**src/rtl/fetch_pkg.sv**
```systemverilog
// Shared types and constants for the instruction-fetch stage.
package fetch_pkg;

  typedef enum logic [1:0] {
    IDLE = 2'd0,
    REQ  = 2'd1,
    WAIT = 2'd2,
    HOLD = 2'd3
  } fetch_state_t;

  localparam logic [31:0] NOP_INSTR = 32'h0000_0013;
  localparam int unsigned PC_STEP   = 4;

endpackage

```
**src/rtl/fetch_if.sv**
```systemverilog
// Instruction-memory request/response channel: one request beat, one read beat.
interface fetch_if #(
  parameter int N = 32
) ();

  logic         req;
  logic [N-1:0] addr;
  logic         gnt;
  logic         rvalid;
  logic [31:0]  rdata;

  modport master (
    output req,
    output addr,
    input  gnt,
    input  rvalid,
    input  rdata
  );

  modport slave (
    input  req,
    input  addr,
    output gnt,
    output rvalid,
    output rdata
  );

endinterface

```
**src/rtl/fetch_pc_reg.sv**
```systemverilog
// Program counter: a redirect load wins over the sequential increment.
module pc_reg
  import fetch_pkg::*;
#(
  parameter int           n        = 32,
  parameter logic [n-1:0] RESET_PC = '0
) (
  input  logic         clock,
  input  logic         nReset,
  input  logic         load,
  input  logic         inc,
  input  logic [n-1:0] target,
  output logic [n-1:0] pc
);

  // Redirect targets are word-aligned by clearing the low two bits.
  logic [n-1:0] target_aligned;
  assign target_aligned = target & ~n'(3);

  // PC update; increment wraps naturally at 2^n.
  always_ff @(posedge clock or negedge nReset) begin
    if (!nReset) begin
      pc <= RESET_PC;
    end else if (load) begin
      pc <= target_aligned;
    end else if (inc) begin
      pc <= pc + n'(PC_STEP);
    end
  end

endmodule

```
**src/rtl/fetch_unit.sv**
```systemverilog
// Instruction-fetch stage with a single outstanding imem transaction.
//
// state | meaning
// IDLE  | first cycle after reset release; late responses are ignored
// REQ   | request driven at pc, waiting for grant
// WAIT  | request granted, waiting for read data
// HOLD  | instruction captured while decode stalled; no new request
module fetch_unit
  import fetch_pkg::*;
#(
  parameter int           n        = 32,
  parameter logic [n-1:0] RESET_PC = '0,
  parameter logic [31:0]  NOP      = NOP_INSTR
) (
  input  logic         clock,
  input  logic         nReset,
  input  logic         brnch,
  input  logic         is_branch,
  input  logic         jump,
  input  logic [n-1:0] target,
  input  logic         stall,
  fetch_if.master      imem,
  output logic         if_valid,
  output logic [31:0]  if_instr,
  output logic [n-1:0] if_pc,
  output logic         flush
);

  fetch_state_t state, state_nxt;
  logic         stale;
  logic         redirect;
  logic         live_redirect;
  logic         pc_load;
  logic         pc_inc;
  logic         capture;
  logic         stale_set;
  logic         stale_clr;
  logic [n-1:0] pc;

  assign redirect      = jump | (is_branch & brnch);
  assign live_redirect = redirect && (state != IDLE);
  assign flush         = redirect & nReset;

  assign imem.req  = (state == REQ);
  assign imem.addr = pc;

  pc_reg #(
    .n        (n),
    .RESET_PC (RESET_PC)
  ) u_pc_reg (
    .clock  (clock),
    .nReset (nReset),
    .load   (pc_load),
    .inc    (pc_inc),
    .target (target),
    .pc     (pc)
  );

  // State register.
  always_ff @(posedge clock or negedge nReset) begin
    if (!nReset) begin
      state <= IDLE;
    end else begin
      state <= state_nxt;
    end
  end

  // Next state and per-cycle control; redirect outranks stall and capture.
  always_comb begin
    state_nxt = state;
    pc_load   = live_redirect;
    pc_inc    = 1'b0;
    capture   = 1'b0;
    stale_set = 1'b0;
    stale_clr = 1'b0;
    case (state)
      IDLE: begin
        state_nxt = REQ;
      end
      REQ: begin
        if (imem.gnt) begin
          state_nxt = WAIT;
          // The granted address is now wrong-path; its data must be dropped.
          stale_set = redirect;
        end
      end
      WAIT: begin
        if (imem.rvalid) begin
          stale_clr = 1'b1;
          if (!stale && !redirect) begin
            capture   = 1'b1;
            pc_inc    = 1'b1;
            state_nxt = stall ? HOLD : REQ;
          end else begin
            state_nxt = REQ;
          end
        end else begin
          stale_set = redirect;
        end
      end
      HOLD: begin
        if (redirect || !stall) begin
          state_nxt = REQ;
        end
      end
      default: begin
        state_nxt = IDLE;
      end
    endcase
  end

  // Decode-facing output register and the wrong-path marker.
  always_ff @(posedge clock or negedge nReset) begin
    if (!nReset) begin
      stale    <= 1'b0;
      if_valid <= 1'b0;
      if_instr <= NOP;
      if_pc    <= '0;
    end else begin
      if (stale_set) begin
        stale <= 1'b1;
      end else if (stale_clr) begin
        stale <= 1'b0;
      end
      if (live_redirect) begin
        if_valid <= 1'b0;
        if_instr <= NOP;
      end else if (capture) begin
        if_valid <= 1'b1;
        if_instr <= imem.rdata;
        if_pc    <= pc;
      end else if (if_valid && !stall) begin
        if_valid <= 1'b0;
      end
    end
  end

endmodule

```
**src/flat_wrapper.sv**
```systemverilog
// flat-port wrapper written by rule: the top's interface ports become plain ports
module fetch_unit_flat import fetch_pkg::*;
#(
  parameter int           n        = 32,
  parameter logic [n-1:0] RESET_PC = '0,
  parameter logic [31:0]  NOP      = NOP_INSTR
)
  (clock, nReset, brnch, is_branch, jump, target, stall, if_valid, if_instr, if_pc, flush, imem_req, imem_addr, imem_gnt, imem_rvalid, imem_rdata);
  fetch_if #(.N(32)) imem_i ();
  input  logic clock;
  input  logic nReset;
  input  logic brnch;
  input  logic is_branch;
  input  logic jump;
  input  logic [n-1:0] target;
  input  logic stall;
  output logic if_valid;
  output logic [31:0] if_instr;
  output logic [n-1:0] if_pc;
  output logic flush;
  output wire logic [$bits(imem_i.req)-1:0] imem_req;
  output wire logic [$bits(imem_i.addr)-1:0] imem_addr;
  input wire logic [$bits(imem_i.gnt)-1:0] imem_gnt;
  input wire logic [$bits(imem_i.rvalid)-1:0] imem_rvalid;
  input wire logic [$bits(imem_i.rdata)-1:0] imem_rdata;
  assign imem_req = imem_i.req;
  assign imem_addr = imem_i.addr;
  assign imem_i.gnt = imem_gnt;
  assign imem_i.rvalid = imem_rvalid;
  assign imem_i.rdata = imem_rdata;
  fetch_unit #(.n(n), .RESET_PC(RESET_PC), .NOP(NOP)) u_core (.clock(clock), .nReset(nReset), .brnch(brnch), .is_branch(is_branch), .jump(jump), .target(target), .stall(stall), .imem(imem_i), .if_valid(if_valid), .if_instr(if_instr), .if_pc(if_pc), .flush(flush));
endmodule
```
**config.mk**
```make
export PLATFORM = sky130hd
export DESIGN_NAME = fetch_unit_flat
export DESIGN_NICKNAME = d
export VERILOG_FILES = /design/src/rtl/fetch_pkg.sv /design/src/rtl/fetch_if.sv /design/src/rtl/fetch_pc_reg.sv /design/src/rtl/fetch_unit.sv /design/src/flat_wrapper.sv
export SDC_FILE = /design/constraint.sdc
export NUM_CORES = 1
export LEC_CHECK = 0
export CAP_MARGIN = 0
export CORE_MARGIN = 2
export CORE_UTILIZATION = 49
export CTS_BUF_LIST = sky130_fd_sc_hd__clkbuf_2 sky130_fd_sc_hd__clkbuf_4 sky130_fd_sc_hd__clkbuf_8
export DETAILED_ROUTE_END_ITERATION = 16
export PLACE_DENSITY = 0.95
export SETUP_SLACK_MARGIN = 0.3
export SYNTH_ARGS = -nofsm -noshare
export SYNTH_HDL_FRONTEND = slang
export SYNTH_SLANG_ARGS = --single-unit
```
**constraint.sdc**
```tcl
create_clock -name clock -period 4.8 [get_ports clock]
set_input_delay 0.48 -clock clock [delete_from_list [all_inputs] [get_ports clock]]
set_output_delay 0.48 -clock clock [all_outputs]
set_load 0.02 [all_outputs]
```
== Word level (Yosys, flattened, before mapping) ==
Cells that the tools add are included.

* Register bits: 100
* Input bits: 72
* Output and inout port bits: 99
* Logic and storage cells: 54

* Add/sub/neg operators: 1
* Equality and inequality tests: 6
* Muxes and demuxes: 23
* Bitwise operators: 4
* Reduce and logical (&&, ||, !) cells: 14

{| class="wikitable"
|+ Operators by type and width
! kind !! count
|-
| $mux 32 || 4
|-
| $add 32x3->32 const B || 1
|-
| $mux 1 || 12
|-
| $mux 2 || 5
|-
| $pmux 2 s4 || 1
|-
| $reduce_bool 2->1 || 3
|-
| $eq 2x2->1 const B || 2
|-
| $ne 2x1->1 const B || 2
|-
| $logic_and 1x1->1 || 3
|-
| $logic_not 1->1 || 3
|-
| $reduce_and 3->1 || 1
|-
| $reduce_bool 3->1 || 1
|-
| $and 1x1->1 || 2
|-
| $eq 2x1->1 const B || 1
|-
| $logic_not 2->1 || 1
|-
| $ne 2x2->1 const B || 1
|-
| $pmux 1 s2 || 1
|-
| $reduce_and 2->1 || 1
|-
| $logic_or 1x1->1 || 1
|-
| $not 1->1 || 1
|-
| $or 1x1->1 || 1
|}

== Depth between registers and ports, before layout ==
* Depth in word-level cells: 9
* Gate-level depth with buffers: 8
* Depth with buffers taken out: 7

== Modules after synthesis ==
Synthesis repeated with hierarchy kept, for this count alone.

* Cells, all modules: 368
* Area, all modules: 4583.1 µm²

{| class="wikitable"
|+ By module, submodules not included
! module !! times used !! cells each !! area an instance (µm²) !! seq. area each (µm²)
|-
| fetch_unit || 1 || 176 || 2854.0 || 1705.4
|-
| pc_reg || 1 || 192 || 1729.2 || 750.7
|}

== Worst setup path after synthesis ==
OpenSTA, ideal clock, no wires.

* Path type: register to register
* From: register u_core.state[0]
* To: register u_core.u_pc_reg.pc[13]
* Library setup time: 124 ps
* Arrival time: 1796 ps
* Slack: 2880 ps
* Stages on the path, launching flop included: 9
* Period minus slack after synthesis: 1920 ps
* Cell sequence: dfrtp_1 inv_1 ha_1 nand3b_4 or3_4 buf_6 nor2_4 a41oi_1 a211o_1

* Longest elaborated chain between the ends: 3
* Elaborated cells on any way between the ends: 6

{| class="wikitable"
|+ RTL lines
! what !! line !! RTL
|-
| start: declaration || fetch_unit.sv:29 || <nowiki>fetch_state_t state, state_nxt;</nowiki>
|-
| start signal: assignment || fetch_unit.sv:64 || <nowiki>state <= state_nxt;</nowiki>
|-
| $eq 2x2->1 / $reduce_bool 2->1 (equally long branches) || fetch_unit.sv:76, fetch_unit.sv:41 ||
|-
| $mux 1 / $logic_and 1x1->1 (equally long branches) || fetch_unit.sv:76, fetch_unit.sv:41 ||
|-
| $reduce_bool 2->1 (no source line) / $mux 32 (equally long branches) || -- ||
|-
| end signal: assignment || fetch_pc_reg.sv:25 || <nowiki>pc <= target_aligned;</nowiki>
|-
| end signal: assignment || fetch_pc_reg.sv:27 || <nowiki>pc <= pc + n'(PC_STEP);</nowiki>
|-
| end: declaration || fetch_pc_reg.sv:13 || <nowiki>output logic [n-1:0] pc</nowiki>
|}

Parallel ways exist; a longest one is shown, timed or not.
A chain may end at the register's enable or synchronous reset.

== Worst setup path after layout ==
* From: input port is_branch
* To: register u_core.u_pc_reg.pc[10]

* Longest elaborated chain between the ends: 8
* Elaborated cells on any way between the ends: 10

{| class="wikitable"
|+ RTL lines
! what !! line !! RTL
|-
| start: declaration || flat_wrapper.sv:13 || <nowiki>input logic is_branch;</nowiki>
|-
| $and 1x1->1 (*) || fetch_unit.sv:40 || <nowiki>assign redirect = jump | (is_branch & brnch);</nowiki>
|-
| $or 1x1->1 (*) || fetch_unit.sv:40 ||
|-
| $logic_not 1->1 || fetch_unit.sv:90 || <nowiki>if (!stale && !redirect) begin</nowiki>
|-
| $logic_and 1x1->1 || fetch_unit.sv:90 ||
|-
| $mux 1 || fetch_unit.sv:90 ||
|-
| $mux 1 || fetch_unit.sv:88 || <nowiki>if (imem.rvalid) begin</nowiki>
|-
| $mux 1 || fetch_unit.sv:76 || <nowiki>case (state)</nowiki>
|-
| $reduce_bool 2->1 (no source line) || -- ||
|}

Every way passes the cells marked *; elsewhere a longest branch is shown, timed or not.

==> results_dict.tcl <==
set metrics [dict create \
    largest_register_ff_count 32 \
    die_width_um 99.0 \
    post_synth_edffs 0 \
    min_path_type "input port to asynchronous set/reset pin" \
    critPathLaunchType "input port" \
    vias_in_the_first_global_route 4213 \
    worstSetupPathType "input port to flip-flop" \
    synth-async-reset-ratio_pct 100 \
    setup_repair_after_global_routing_missed_its_margin "no" \
    floorplan.io_pins 171 \
    grt.overflow.total 0 \
    synth.distinct_cells 62 \
    synth_area_per_cell_um2 10.4 \
    final.period_utilization_pct 58.7 \
    endpoint_kind "flip-flop" \
    synth_warnings 0 \
    insertedDiodeCount 0 \
    placeableCoreArea_um2 8720 \
    route.antenna.remaining_nets 0 \
    totalPowerFinal_mw 3.43 \
    routed_via_density 5.76 \
    final.min_clock_period_ns 2.82 \
    gr-usage-all-layers_pct 27.8 \
    area.growth.synth_to_final_pct 43.0 \
    clock_insertion_delay_worst_skew_ns 0.36 \
    chipHeight_um 99.0 \
    synth.yosys.seq_area_share_pct 54.4 \
    synth_cells 427 \
    vdd.ir_drop.worst_mv 0.249 \
    ys.flop_type "sky130_fd_sc_hd__dfrtp_1" \
    ctsHoldBuffers 0 \
    max_freq_mhz 355 \
    maxcap_viol_count 0 \
    postRouteWirelength_um 13100 \
    post_drt_wl_per_cell_um 18.7 \
    dr.first_iter.drc_count 216 \
    grt_pass1_wl_um 21500 \
    power_per_cell_area_nw_per_um2 542 \
    critical_path.slowest_cell "sky130_fd_sc_hd__nand3_2" \
    run_status "complete, no violations" \
    largest_net_degree_at_the_start_of_global_routing 57 \
    path_cells "clkdlybuf4s50_1, a21oi_1, nand3_2, nand2_1, o21ai_0, a221o_1" \
    clock_tree_from_tritoncts "built" \
    clock_pin_slew_of_the_registers_on_the_worst_case_setup_and_hold_paths_ns 0.09 \
    clock-skew-final_ns 0.0139 \
    final_max_slew_viol_count 0 \
    htreeDepth 3 \
    tritoncts_num_sinks 96 \
    worst_ep_required_time_ns 5.05 \
    root_buffer "sky130_fd_sc_hd__clkbuf_8" \
    routed-via-count 4017 \
    nets 662 \
    post_route_cells_drive_above_1_share_pct 8.83 \
    port-buffer-count 164 \
    dp_hpwl_um 9460 \
    finalWeightedCongestion 0.931 \
    clockBufferDepth 2 \
    crit_fanout 30 \
    p_leak_nw 2.81 \
    postCtsSetupRepairBufs 0 \
    setup_viol_count_final 0 \
    antenna_found_initial 0 \
    worst_slew_margin_rel_pct 43.1 \
    detailed_routing_iterations_pass_1 5 \
    synthesis.area_um2 4420 \
    cp_slowest_stage_delay_ns 0.65 \
    worst_pin_slew_ns 0.853 \
    cts_buffers 9 \
    totalNegativeSetupSlack_ns 0 \
    starting_density_of_the_core_pct 50.7 \
    cts-resized-gates 0 \
    fp-row-count 34 \
    drc_errors 0 \
    fill_cells 609 \
    dieArea_um2 9800 \
    postSynthRegisterBits 96 \
    critical_path_arrival_ns 3.07 \
    final_hold_viol_count 0 \
]
==> kinds of logic after synthesis <==
family                   Yosys count  share of synthesized area [%]
flip-flops                        96                           54.4
buffers and inverters             34                           4.10
AND/OR/NAND/NOR                  185                           21.0
AO/OA/AOI/OAI                     89                           15.3
adder cells (fa/ha/maj)            6                           1.70
XOR/XNOR                          10                           1.98
other                              1                         0.0848
multiplexers                       6                           1.39
==> layout make-up <==
class | instances | area [um^2] | area share [%]
clock inverters | 6 | 85.1 | 1.35
repair buffers | 169 | 1680 | 26.5
clock buffers | 10 | 131 | 2.08
multi-input cells | 300 | 1860 | 29.4
flip-flops and latches | 96 | 2410 | 38.1
well taps | 108 | 135 | 2.14
inverters | 8 | 30.0 | 0.475
==> stage by stage <==
step	cells	cell area, um^2	setup WS (ns)	util, %	hold WS [ns]
after global routing	697	6320	1.83	72.5	0.109
after CTS	697	6320	2.05	72.5	0.101
after detailed placement	681	6100	1.72	70.0	0.464
after global placement	681	6100	1.80	70.0	0.458
after floorplan	430	4430	2.88	-	0.184
final	697	6320	1.98	72.5	0.0880
==> power by group <==
group	leakage, nW	total (mW)	internal, mW	switching, mW
Sequential	1.25	1.37	1.05	0.323
Clock	0.106	0.573	0.298	0.276
Combinational	1.46	1.48	0.683	0.795
Total	2.81	3.43	2.03	1.39
==> worst max-delay path: cells and delay by family <==
kind                   cells  cell delay (ns)
AND/OR/NAND/NOR            2             1.12
AO/OA/AOI/OAI              3             1.01
buffers and inverters      1             0.46
==> layout by cell type, fill, tap and decap left out, types with 5 or more instances in the layout <==
cell / instances
sky130_fd_sc_hd__a21oi_1: 5
sky130_fd_sc_hd__nand4_1: 11
sky130_fd_sc_hd__clkdlybuf4s50_1: 163
sky130_fd_sc_hd__clkbuf_8: 9
sky130_fd_sc_hd__ha_1: 6
sky130_fd_sc_hd__inv_1: 8
sky130_fd_sc_hd__buf_4: 6
sky130_fd_sc_hd__nand3_1: 12
sky130_fd_sc_hd__nor2_1: 14
sky130_fd_sc_hd__nand2_1: 115
sky130_fd_sc_hd__xor2_1: 6
sky130_fd_sc_hd__a22o_1: 31
sky130_fd_sc_hd__mux2i_1: 5
sky130_fd_sc_hd__dfrtp_1: 93
sky130_fd_sc_hd__o21ai_0: 15
sky130_fd_sc_hd__o21ai_1: 7
==> path summary, 6_finish.rpt <==
path,from,to,slack (ns),depth (start not counted)
worst max-delay path,is_branch,u_core.u_pc_reg.pc[10]$_DFFE_PN0P_,1.98,6
worst min-delay path,nReset,u_core.if_pc[3]$_DFFE_PN0P_,0.09,1
worst max register to register,u_core.state[0]$_DFFE_PN0P_,u_core.u_pc_reg.pc[10]$_DFFE_PN0P_,2.12,7
worst min register to register,u_core.if_pc[19]$_DFFE_PN0P_,u_core.if_pc[19]$_DFFE_PN0P_,0.48,2
max in group asynchronous,nReset,u_core.u_pc_reg.pc[28]$_DFFE_PN0P_,3.64,2
min in group clock,u_core.if_pc[19]$_DFFE_PN0P_,u_core.if_pc[19]$_DFFE_PN0P_,0.48,2
==> cell usage after synthesis, drive strengths merged, types with 5 or more instances <==
master | n | area (um^2)
nand4 | 13 | 111
clkbuf | 10 | 48.8
a21oi | 5 | 25.0
a22o | 31 | 272
o311ai | 6 | 52.6
o21ai | 22 | 110
xor2 | 6 | 52.6
dfrtp | 93 | 2330
ha | 6 | 75.1
inv | 8 | 30.0
mux2i | 5 | 50.1
nand3 | 14 | 75.1
buf | 16 | 103
nor3 | 6 | 46.3
nand2 | 115 | 432
nor2 | 19 | 86.3
==> per-layer routing <==
metal  vias up  wire [um]  track usage, %  part of all wire [%]
met5         -          0               0                     0
li1       1810          -               -                     -
met4         0        312            10.7                   2.4
met2       204       6670            47.0                    51
met3        35       1090            7.59                   8.4
met1      1968       4980            34.0                    38
No activity file was read; power rests on OpenSTA's default activity.
